--- src/rtl/sp_types_pkg.sv ---
// Shared scratchpad types: instruction/response FIFO entries and response-stage state.
// Consumers import sp_types_pkg::*.
package sp_types_pkg;

    localparam int WORD_W       = 16;
    localparam int BITS_PER_ROW = 32;

    typedef struct packed {
        logic                    rw;
        logic [WORD_W-1:0]       addr;
        logic [BITS_PER_ROW-1:0] data;
    } instrFIFO_t;

    typedef struct packed {
        logic [BITS_PER_ROW-1:0] data;
    } rFIFO_t;

    typedef enum logic {
        RESP_EMPTY = 1'b0,
        RESP_FULL  = 1'b1
    } respState_t;

    // Loads carry no payload; zero it so the FIFO never sees stale store data.
    function automatic instrFIFO_t makeEntry(input logic rw,
                                             input logic [WORD_W-1:0] addr,
                                             input logic [BITS_PER_ROW-1:0] data);
        instrFIFO_t e;
        e.rw   = rw;
        e.addr = addr;
        e.data = rw ? data : '0;
        return e;
    endfunction

endpackage

--- src/rtl/sp_resp_stage.sv ---
// One-entry load-response register between the response FIFO and the requester.
// Refills in the same cycle the held entry is consumed, so streaming has no bubbles.
module sp_resp_stage
    import sp_types_pkg::*;
(
    input  logic                    CLK,
    input  logic                    RST,
    input  logic                    rFIFO_empty,
    output logic                    rFIFO_REN,
    input  rFIFO_t                  rFIFO_rdata,
    output logic                    resp_valid,
    input  logic                    resp_ready,
    output logic [BITS_PER_ROW-1:0] resp_data
);

    respState_t              stateReg;
    logic [BITS_PER_ROW-1:0] dataReg;

    assign rFIFO_REN  = !RST && !rFIFO_empty && ((stateReg == RESP_EMPTY) || resp_ready);
    assign resp_valid = !RST && (stateReg == RESP_FULL);
    assign resp_data  = dataReg;

    always_ff @(posedge CLK) begin
        if (RST) begin
            stateReg <= RESP_EMPTY;
            dataReg  <= '0;
        end else begin
            case (stateReg)
                RESP_EMPTY: begin
                    if (rFIFO_REN) begin
                        stateReg <= RESP_FULL;
                        dataReg  <= rFIFO_rdata.data;
                    end
                end
                RESP_FULL: begin
                    if (resp_ready) begin
                        if (rFIFO_REN) begin
                            dataReg <= rFIFO_rdata.data;
                        end else begin
                            stateReg <= RESP_EMPTY;
                        end
                    end
                end
                default: stateReg <= RESP_EMPTY;
            endcase
        end
    end

endmodule

--- src/rtl/sp_req_frontend.sv ---
// Scratchpad request frontend: issue register, outstanding-load credit and sticky error.
// Define SP_FRONTEND_STATS_EN to add saturating load/store counters (stat_loads, stat_stores).
module sp_req_frontend
    import sp_types_pkg::*;
#(
    parameter int MAX_OUTSTANDING = 4
)
(
    input  logic                    CLK,
    input  logic                    RST,
    input  logic                    req_valid,
    output logic                    req_ready,
    input  logic                    req_write,
    input  logic [WORD_W-1:0]       req_addr,
    input  logic [BITS_PER_ROW-1:0] req_wdata,
    input  logic                    instrFIFO_full,
    output logic                    instrFIFO_WEN,
    output instrFIFO_t              instrFIFO_wdata,
    input  logic                    rFIFO_empty,
    output logic                    rFIFO_REN,
    input  rFIFO_t                  rFIFO_rdata,
    output logic                    resp_valid,
    input  logic                    resp_ready,
    output logic [BITS_PER_ROW-1:0] resp_data,
    output logic                    err
`ifdef SP_FRONTEND_STATS_EN
    ,
    output logic [15:0]             stat_loads,
    output logic [15:0]             stat_stores
`endif
);

    logic       holdValidReg;
    instrFIFO_t holdEntryReg;
    logic [3:0] outstandingReg;
    logic       errReg;

    logic       issue;
    logic       loadIssue;
    logic       pendingLoad;
    logic [4:0] inFlight;
    logic       loadRoom;
    logic       accept;
    logic       respDone;

    assign issue       = !RST && holdValidReg && !instrFIFO_full;
    assign loadIssue   = issue && !holdEntryReg.rw;
    assign pendingLoad = holdValidReg && !holdEntryReg.rw;

    // A held load already owns a credit even though it has not reached the FIFO yet.
    assign inFlight    = {1'b0, outstandingReg} + {4'd0, pendingLoad};
    assign loadRoom    = inFlight < 5'(MAX_OUTSTANDING);

    assign req_ready       = !RST && (!holdValidReg || issue) && (req_write || loadRoom);
    assign accept          = req_valid && req_ready;
    assign instrFIFO_WEN   = issue;
    assign instrFIFO_wdata = holdEntryReg;
    assign respDone        = resp_valid && resp_ready;
    assign err             = errReg;

    always_ff @(posedge CLK) begin
        if (RST) begin
            holdValidReg   <= 1'b0;
            holdEntryReg   <= '0;
            outstandingReg <= '0;
            errReg         <= 1'b0;
        end else begin
            if (accept) begin
                holdValidReg <= 1'b1;
                holdEntryReg <= makeEntry(req_write, req_addr, req_wdata);
            end else if (issue) begin
                holdValidReg <= 1'b0;
            end

            // Decrement is guarded so a stray response cannot wrap the credit counter.
            case ({loadIssue, respDone})
                2'b10:   outstandingReg <= outstandingReg + 4'd1;
                2'b01:   if (outstandingReg != 4'd0) outstandingReg <= outstandingReg - 4'd1;
                default: outstandingReg <= outstandingReg;
            endcase

            if (rFIFO_REN && (outstandingReg == 4'd0) && !loadIssue) begin
                errReg <= 1'b1;
            end
        end
    end

    sp_resp_stage u_resp_stage (
        .CLK         (CLK),
        .RST         (RST),
        .rFIFO_empty (rFIFO_empty),
        .rFIFO_REN   (rFIFO_REN),
        .rFIFO_rdata (rFIFO_rdata),
        .resp_valid  (resp_valid),
        .resp_ready  (resp_ready),
        .resp_data   (resp_data)
    );

`ifdef SP_FRONTEND_STATS_EN
    logic [15:0] statVec [2];

    // Index 0 counts loads, index 1 counts stores.
    for (genvar gi = 0; gi < 2; gi++) begin : g_stat
        logic [15:0] cntReg;
        logic        hit;

        assign hit         = issue && (holdEntryReg.rw == (gi == 1));
        assign statVec[gi] = cntReg;

        always_ff @(posedge CLK) begin
            if (RST) begin
                cntReg <= '0;
            end else if (hit && (cntReg != 16'hFFFF)) begin
                cntReg <= cntReg + 16'd1;
            end
        end
    end

    assign stat_loads  = statVec[0];
    assign stat_stores = statVec[1];
`endif

endmodule

--- config.mk ---
export PLATFORM = sky130hd
export DESIGN_NAME = sp_req_frontend
export DESIGN_NICKNAME = d
export VERILOG_FILES = /design/src/rtl/sp_types_pkg.sv /design/src/rtl/sp_resp_stage.sv /design/src/rtl/sp_req_frontend.sv
export SDC_FILE = /design/constraint.sdc
export NUM_CORES = 1
export LEC_CHECK = 0
export CAP_MARGIN = 10
export CORE_UTILIZATION = 28
export DETAILED_ROUTE_END_ITERATION = 7
export PLACE_DENSITY_LB_ADDON = 0.08
export SETUP_SLACK_MARGIN = 0.02
export SLEW_MARGIN = 5
export SYNTH_ARGS = -nofsm -noshare
export SYNTH_HDL_FRONTEND = slang
export SYNTH_SLANG_ARGS = --single-unit
export TNS_END_PERCENT = 20
--- constraint.sdc ---
create_clock -name CLK -period 2.05 [get_ports CLK]
set_clock_uncertainty 0.2 [all_clocks]
set_input_delay 0.3075 -clock CLK [delete_from_list [all_inputs] [get_ports CLK]]
set_output_delay 0.3075 -clock CLK [all_outputs]
set_load 0.01 [all_outputs]
# == Word-level counts from Yosys, hierarchy flattened ==
# Cells that the tools add are included.
# totals
reg_bits,88
input_bits,87
out_inout_bits,86
word_cells,55
# op_classes
add_sub_neg,3
n_lt_le_gt_ge,1
eq_ne,4
n_mux,11
bitwise_logic,1
n_reduce_logical,27
# ops
op,count
$mux W32,3
$pmux W32 S2,1
$logic_and A1 B1 Y1,13
$pmux W4 S2,1
$logic_not A1 Y1,6
$add A4 B1 Y5,1
$lt A5 B3 Y1 const B,1
$add A4 B1 Y4 const B,1
$logic_not A4 Y1,1
$mux W1,4
$mux W4,1
$ne A2 B2 Y1 const B,2
$reduce_bool A2 Y1,2
$reduce_bool A4 Y1,1
$sub A4 B1 Y4 const B,1
$logic_or A1 B1 Y1,3
$eq A2 B1 Y1 const B,1
$eq A2 B2 Y1 const B,1
$pmux W1 S2,1
$reduce_and A2 Y1,1
$not A1 Y1,1

# == Depth between registers and ports, before layout ==
# Gate-level depths: netlist of the first run.
# logic_depth
ltp_word,8
ltp_mapped,8
depth_no_buf,8

# == Cells and area by module ==
# A second synthesis of the first run with hierarchy kept.
# unflattened
cells_unflattened,414
area_unflattened_um2,3733.6
# by_module_without_submodules
mod,instances,cells_per_inst,area_per_inst_um2,seq_area_each_um2
sp_req_frontend,1,269,2208.4,1101.1
sp_resp_stage,1,145,1525.2,660.6

# == Least setup slack after synthesis of the first run ==
# OpenSTA, ideal clock, no wires.
# synth_timing
path_kind,reg-to-reg
start,"register holdEntryReg, in the netlist instrFIFO_wdata[48]"
end,register outstandingReg[3]
setup_ns,0.122
t_arrival_ns,1.956
required_ns,1.728
path_slack_ns,-0.228
stages_incl_launch_ff,9
path_buffers,0
period_less_slack_ns,2.278
path_cell_list,dfxtp_1 > nor3b_2 > or3_1 > inv_1 > ha_1 > a21o_2 > a21oi_1 > nor2_1 > a311o_1
# synth_via
elab_chain_cells,5
elab_cells_between_ends,8
cone_classes,eq/ne: 3; mux: 1; reduce/logical: 4
# synth_rtl
item,line_no,source
start: declaration,sp_req_frontend.sv:34,instrFIFO_t holdEntryReg;
start signal: assignment,sp_req_frontend.sv:70,"holdEntryReg <= makeEntry(req_write, req_addr, req_wdata);"
$logic_not A1 Y1 *,sp_req_frontend.sv:47,assign loadIssue = issue && !holdEntryReg.rw;
$logic_and A1 B1 Y1 *,sp_req_frontend.sv:47,
$eq A2 B1 Y1 / $eq A2 B2 Y1 (equally long branches),sp_req_frontend.sv:76,"case ({loadIssue, respDone})"
$ne A2 B2 Y1 (no source line) / $reduce_bool A2 Y1 (equally long branches),n/a,
$reduce_and A2 Y1 (no source line),n/a,
end signal: assignment,sp_req_frontend.sv:77,2'b10: outstandingReg <= outstandingReg + 4'd1;
end signal: assignment,sp_req_frontend.sv:78,2'b01: if (outstandingReg != 4'd0) outstandingReg <= outstandingReg - 4'd1;
end signal: assignment,sp_req_frontend.sv:79,default: outstandingReg <= outstandingReg;
end: declaration,sp_req_frontend.sv:35,logic [3:0] outstandingReg;
# Every way passes the cells marked *; elsewhere a longest branch is shown, timed or not.
# A chain may end at the register's enable or synchronous reset.

# == Worst setup path after layout of the first run ==
# layout_timing
start,register holdValidReg
end,register outstandingReg[3]
# layout_via
elab_chain_cells,6
elab_cells_between_ends,9
cone_classes,eq/ne: 3; mux: 1; reduce/logical: 5
# layout_rtl
item,line_no,source
start: declaration,sp_req_frontend.sv:33,logic holdValidReg;
start signal: assignment,sp_req_frontend.sv:63,holdValidReg <= 1'b0;
start signal: assignment,sp_req_frontend.sv:69,holdValidReg <= 1'b1;
start signal: assignment,sp_req_frontend.sv:72,holdValidReg <= 1'b0;
$logic_and A1 B1 Y1 * (2 in a row),sp_req_frontend.sv:46,assign issue = !RST && holdValidReg && !instrFIFO_full;
$logic_and A1 B1 Y1 *,sp_req_frontend.sv:47,
$eq A2 B1 Y1 / $eq A2 B2 Y1 (equally long branches),sp_req_frontend.sv:76,
$ne A2 B2 Y1 (no source line) / $reduce_bool A2 Y1 (equally long branches),n/a,
$reduce_and A2 Y1 (no source line),n/a,
# Marked as above.

==> results of run 1 <==
registers in the layout, summed over array words and instances (netlist names):
signal	count
instrFIFO_wdata	49
u_resp_stage.stateReg	1
err	1
outstandingReg	4
u_resp_stage.resp_data	32
holdValidReg	1
report_power, final:
group	switching (mW)	total [mW]	internal (mW)
registers	0.0497	1.86	1.81
clock network	0.706	1.56	0.857
logic	0.289	0.706	0.417
cell usage in the layout, fill, tap and decap left out, drive strengths merged, types with 2 or more instances in the layout:
| cell type | count |
|---|---|
| o211ai | 32 |
| clkinvlp | 4 |
| nor2b | 4 |
| a21oi | 20 |
| a32o | 32 |
| and2 | 3 |
| ha | 2 |
| dlygate4sd2 | 5 |
| dfxtp | 88 |
| a2111oi | 2 |
| inv | 8 |
| nand3 | 17 |
| o21ai | 20 |
| and3 | 2 |
| clkdlybuf4s50 | 165 |
| buf | 34 |
| nand2 | 68 |
| nor4 | 3 |
| a21o | 2 |
| or4 | 2 |
| clkbuf | 10 |
| nor2 | 7 |
worst max-delay path by stage:
stage / start / to / slack, ns / cells past startpoint
after global routing: holdValidReg$_SDFFE_PP0P_ / outstandingReg[3]$_SDFFE_PP0P_ / -0.21 / 8
after global placement: instrFIFO_full / outstandingReg[3]$_SDFFE_PP0P_ / -0.56 / 9
after detailed placement: instrFIFO_full / outstandingReg[3]$_SDFFE_PP0P_ / -0.61 / 9
final: holdValidReg$_SDFFE_PP0P_ / outstandingReg[3]$_SDFFE_PP0P_ / -0.13 / 8
after floorplan: holdValidReg$_SDFFE_PP0P_ / outstandingReg[3]$_SDFFE_PP0P_ / -0.08 / 8
after CTS: holdValidReg$_SDFFE_PP0P_ / outstandingReg[3]$_SDFFE_PP0P_ / -0.12 / 8
layer usage:
| layer | GRT usage | part of all wire | up-vias |
|---|---|---|---|
| li1 | - | - | 1660 |
| met1 | 0.225 | 0.45 | 1607 |
| met2 | 0.286 | 0.45 | 116 |
| met3 | 0.0700 | 0.088 | 10 |
| met4 | 0.0595 | 0.011 | 0 |
| met5 | 0 | 0 | - |
metrics by stage:
| step | hold WS, ns | setup TNS, ns | setup WS, ns |
|---|---|---|---|
| global route | 0.215 | -0.223 | -0.214 |
| finish | 0.208 | -0.132 | -0.132 |
| floorplan | 0.206 | -0.0823 | -0.0823 |
| global placement | 0.258 | -9.47 | -0.556 |
| detailed placement | 0.269 | -9.05 | -0.614 |
| CTS | 0.279 | -0.124 | -0.124 |
what timing repair did:
| item | 4_1_cts | 5_1_grt |
|---|---|---|
| pin swaps | 1 | 0 |
| endpoints found under the setup margin | 5 | 6 |
| resized for setup | 15 | 2 |
worst max-delay path, stage by stage (launching register included):
cell and delay [ns]:
dfxtp_2 0.32, nor3b_4 0.14, or3_4 0.38, inv_4 0.07
ha_4 0.19, a21o_4 0.22, a2111oi_4 0.29, mux2_4 0.19
a311o_1 0.11
layout make-up:
class,instances,area share
clock buffer,10,0.0414
clock inverter,6,0.00758
inverter,7,0.00498
multi-input combinational,227,0.258
sequential,88,0.306
tap,143,0.0310
timing repair buffer,205,0.351
cell families after synthesis:
group,Yosys count,synth area share
DFF,88,0.529
adders and majority gates,3,0.0135
and+or+nand+nor,110,0.153
AOI/OAI and AO/OA,112,0.248
muxes,1,0.00338
xor gates and xnor gates,1,0.00263
buffers and inverters,41,0.0507
==> qor.csv, run 1 <==
stage,metric,value,unit
detailed_routing,drc_errors,24,
sta,min_period,2.18,ns
floorplanning,fp.dieH,111,um
critical_path,reg2reg_from,holdValidReg$_SDFFE_PP0P_,
critical_path,crit-reg2reg-capture,outstandingReg[3]$_SDFFE_PP0P_,
clock_tree,cts_tree,built,
synthesis,synth_ff_type,dfxtp_1,
layout,syn_to_final_growth,73.3,%
clock_tree,clock_path_buffers,2,
power_and_ir_drop,p_leak,2.23,nW
hold_path,min_to,holdValidReg$_SDFFE_PP0P_,
placement,place.detailed.hpwl,7450,um
placement,io_buffers,172,
detailed_routing,viasPerCell,4.95,
power_and_ir_drop,ir_drop,0.364,mV
critical_path,start_kind,flip-flop,
grt,grt_max_degree,34,
synthesis,netlist_instances,356,
synthesis,ys_async_sr_fraction,0,
clock_tree,cts_buffers,9,
synthesis,synthTopCellsByArea,"dfxtp_1, a32o_1, nand2_1",
detailed_routing,vias,3393,
detailed_routing,first_iter_violations,198,
layout,nets,628,
sta,min_period_over_period,1.06,
synthesis,yosysMostFrequentCell,dfxtp_1,
hold_path,holdCritStartpoint,RST,
sta,finalMaxSlewViolations,0,
grt,grt_pass1_wl,17800,um
synthesis,yosysSeqAreaShare,0.529,
run_status,violations,"DRC, setup timing",
grt,antenna_found_initial,0,
synthesis,synth_area_per_cell,9.36,sq um
clock_tree,cts_hold_buf,0,
synthesis,synth_edf_count,0,
detailed_routing,drt_pass1_iterations,6,
clock_tree,cts.clk_slew.worst_paths,0.06,ns
clock_tree,cts_setup_buffers,0,
layout,fin_cells,686,
grt,overflow,0,
floorplanning,die_w,111,um
layout,multi_input_area,0.00149,sq mm
placement,place_congestion,0.754,
synthesis,syn_area,0.00333,sq mm
sta,fin_ws,-0.132,ns
placement,post_dp_cell_area,0.00546,sq mm
detailed_routing,wl_per_cell,15.8,um
layout,drive_gt1_frac,0.129,
layout,ff_latch_area,0.00177,sq mm
layout,design_area,0.00577,sq mm
synthesis,synth_nets,446,
sta,tightest_slew,0.374,ns
layout,diodes,0,
run,maxCapViolations,0,
layout,fin_util,0.501,
synthesis,synth_seq_cells,88,
sta,rsz0062_at_grt,true,
synthesis,ys_warn_count,0,
sta,clock.fmax,458,MHz
floorplanning,dieArea,0.0123,sq mm
sta,finalSetupViolCount,1,
critical_path,crit_type,reg2reg,
detailed_routing,drt_wl_total,10900,um
clock_tree,cts_root_buf,clkbuf_16,
placement,dp_cells,670,
critical_path,required,2.13,ns
sta,hold_violations,0,
layout,fillerInstances,1062,
power_and_ir_drop,total_power,4.12,mW
detailed_routing,antenna_left,0,
critical_path,critPathCaptureType,flip-flop,
power_and_ir_drop,power.density,714,mW/mm^2
floorplanning,fp.coreArea,0.0115,sq mm
grt,grt_pass1_vias,3388,
synthesis,netlist.area_leader.share,0.529,
floorplanning,rows,39,
synthesis,ys_top_cells_by_count,"dfxtp_1, nand2_1, a32o_1, o211ai_1",
critical_path,cp.arrival,2.26,ns
sta,maxSlewHeadroom,0.751,
grt,grt.total_usage,0.181,
hold_path,worstHoldPathCells,3,
floorplanning,io_pins,173,
clock_tree,htree_levels,3,
floorplanning,initial_core_util,0.289,
critical_path,cp_max_fo,3,
critical_path,reg2reg_slack,-0.13,ns
run_status,status,finished with violations,
critical_path,rr_worst_depth,8,
hold_path,hold_path_class,in2reg,
clock_tree,worst_skew_pair.late_latency,0.34,ns
synthesis,post-synth-top-area-cell,dfxtp_1,
synthesis,synth.distinct_cells,36,
clock_tree,cts_sinks,88,
No activity file was read; power rests on OpenSTA's default activity.
==> run 2: changes to the inputs <==
--- a/config.mk
+++ b/config.mk
@@ -6,6 +6,7 @@
 export NUM_CORES = 1
 export LEC_CHECK = 0
 export CAP_MARGIN = 10
+export CORE_MARGIN = 2
 export CORE_UTILIZATION = 28
 export DETAILED_ROUTE_END_ITERATION = 7
 export PLACE_DENSITY_LB_ADDON = 0.08
==> qor.csv, run 2 (synthesis gave the netlist of run 1 again) <==
stage,metric,value,unit,change
run_status,status,finished with violations,,
run_status,violations,"DRC, setup timing",,
power_and_ir_drop,total_power,4.26,mW,+3.4%
grt,antenna_found_initial,0,,unchanged
layout,fin_util,0.503,,+0.00185
floorplanning,rows,39,,unchanged
floorplanning,dieArea,0.0128,sq mm,+3.6%
clock_tree,worst_skew_pair.late_latency,0.34,ns,about the same
critical_path,crit_type,reg2reg,,
critical_path,crit-reg2reg-capture,outstandingReg[3]$_SDFFE_PP0P_,,
floorplanning,initial_core_util,0.289,,unchanged
clock_tree,cts_buffers,9,,unchanged
sta,hold_violations,0,,unchanged
hold_path,hold_path_class,reg2reg,,
clock_tree,clock_path_buffers,2,,unchanged
detailed_routing,drt_pass1_iterations,6,,unchanged
critical_path,cp.arrival,2.27,ns,about the same
sta,rsz0062_at_grt,true,,
detailed_routing,viasPerCell,4.89,,-1.0%
layout,fillerInstances,1096,,+3.2%
grt,overflow,0,,unchanged
grt,grt_pass1_wl,17100,um,-4.0%
sta,min_period_over_period,1.06,,-0.00337
power_and_ir_drop,ir_drop,0.404,mV,+11%
critical_path,cp_max_fo,3,,unchanged
clock_tree,htree_levels,3,,unchanged
layout,layout_common_cells,"clkdlybuf4s50_1, dfxtp_1, nand2_1, a32o_1, o211ai_1",,
clock_tree,cts_hold_buf,0,,unchanged
sta,maxSlewHeadroom,0.735,,-0.0154
detailed_routing,antenna_left,0,,unchanged
clock_tree,cts.clk_slew.worst_paths,0.06,ns,about the same
placement,io_buffers,172,,unchanged
power_and_ir_drop,p_leak,2.23,nW,-0.18%
layout,largest_register_ffs,49,,unchanged
hold_path,worstHoldPathCells,2,,-1
floorplanning,fp.dieH,113,um,+1.8%
run,maxCapViolations,0,,unchanged
layout,final_common_cell,clkdlybuf4s50_1,,
clock_tree,cts_root_buf,clkbuf_16,,
critical_path,reg2reg_slack,-0.13,ns,about the same
layout,nets,627,,-0.16%
power_and_ir_drop,power.density,736,mW/mm^2,+3.0%
sta,whs,0.276,ns,+0.0681 ns
sta,finalSetupViolCount,3,,+2
clock_tree,cts_sinks,88,,unchanged
hold_path,holdCritStartpoint,instrFIFO_wdata[32]$_SDFFE_PP0P_,,
floorplanning,io_pins,173,,unchanged
sta,tightest_slew,0.396,ns,+0.0223 ns
layout,diodes,0,,unchanged
sta,min_period,2.18,ns,-0.00691 ns
critical_path,start_kind,flip-flop,,
detailed_routing,drc_errors,13,,-46%
grt,grt.total_usage,0.169,,-0.0121
grt,grt_pass1_vias,3334,,-1.6%
placement,place.detailed.hpwl,7340,um,-1.6%
detailed_routing,vias,3353,,-1.2%
layout,drive_gt1_frac,0.129,,+0.000238
critical_path,rr_worst_depth,8,,unchanged
grt,grt_max_degree,42,,+24%
detailed_routing,drt_wl_total,10800,um,-0.48%
hold_path,min_to,instrFIFO_wdata[32]$_SDFFE_PP0P_,,
sta,clock.fmax,460,MHz,+0.32%
sta,fin_tns_setup,-0.144,ns,-0.0114 ns
clock_tree,cts_tree,built,,
critical_path,required,2.14,ns,about the same
critical_path,critPathCaptureType,flip-flop,,
detailed_routing,first_iter_violations,245,,+24%
critical_path,reg2reg_from,holdValidReg$_SDFFE_PP0P_,,
sta,finalMaxSlewViolations,0,,unchanged
floorplanning,die_w,113,um,+1.8%
floorplanning,fp.coreArea,0.0115,sq mm,unchanged
layout,syn_to_final_growth,73.9,%,
placement,place_congestion,0.742,,-1.6%
detailed_routing,wl_per_cell,15.8,um,-0.33%
sta,fin_ws,-0.125,ns,+0.00691 ns
clock_tree,cts_setup_buffers,0,,unchanged
[run 2: worst max-delay path by stage]
stage	from	endpoint	slack, ns	cells past startpoint
2_1_floorplan	holdValidReg$_SDFFE_PP0P_	outstandingReg[3]$_SDFFE_PP0P_	-0.08	8
3_3_place_gp	resp_ready	outstandingReg[3]$_SDFFE_PP0P_	-0.58	9
3_5_place_dp	resp_ready	outstandingReg[3]$_SDFFE_PP0P_	-0.66	9
4_1_cts	holdValidReg$_SDFFE_PP0P_	outstandingReg[3]$_SDFFE_PP0P_	-0.11	8
5_1_grt	holdValidReg$_SDFFE_PP0P_	outstandingReg[3]$_SDFFE_PP0P_	-0.19	8
6_report	holdValidReg$_SDFFE_PP0P_	outstandingReg[3]$_SDFFE_PP0P_	-0.13	8
[run 2: worst max-delay path, cell delays in order, from the launching register on]
cell and delay, ns:
dfxtp_2 0.32, nor3b_4 0.14, or3_4 0.39, inv_4 0.08
ha_4 0.19, a21o_4 0.23, a2111oi_4 0.29, mux2_4 0.20
a311o_1 0.09
[run 2: final cells by class]
class                      instances  area (sq um)  share of cell area
timing repair buffer             204          2010               0.346
sequential                        88          1770               0.305
multi-input combinational        227          1510               0.260
clock buffer                      11           243              0.0419
tap                              143           179              0.0309
clock inverter                     5          63.8              0.0110
inverter                           7          28.8             0.00497
[run 2: per-stage QoR]
| stage | area [sq um] | setup slack (ns) | instances |
|---|---|---|---|
| 2_1_floorplan | 3380 | -0.0823 | 356 |
| 3_3_place_gp | 5440 | -0.577 | 669 |
| 3_5_place_dp | 5440 | -0.657 | 669 |
| 4_1_cts | 5780 | -0.109 | 685 |
| 5_1_grt | 5800 | -0.191 | 685 |
| 6_report | 5800 | -0.125 | 685 |
[run 2: metal layers]
metal	up-vias	wire, um	GRT usage
li1	1663	-	-
met1	1564	4820	0.215
met2	114	4950	0.268
met3	12	867	0.0477
met4	0	176	0.0707
met5	-	0	0
[run 2: power breakdown]
part | internal, mW | switching (mW)
sequential | 1.81 | 0.0469
combinational | 0.415 | 0.289
clock | 0.990 | 0.718
total | 3.21 | 1.05
[run 2: what timing repair did]
item / in CTS / in global routing
setup endpoints to repair: 22 / 13
hold endpoints to repair: 0 / 0
resized for setup: 17 / 4
pin swaps: 2 / 0
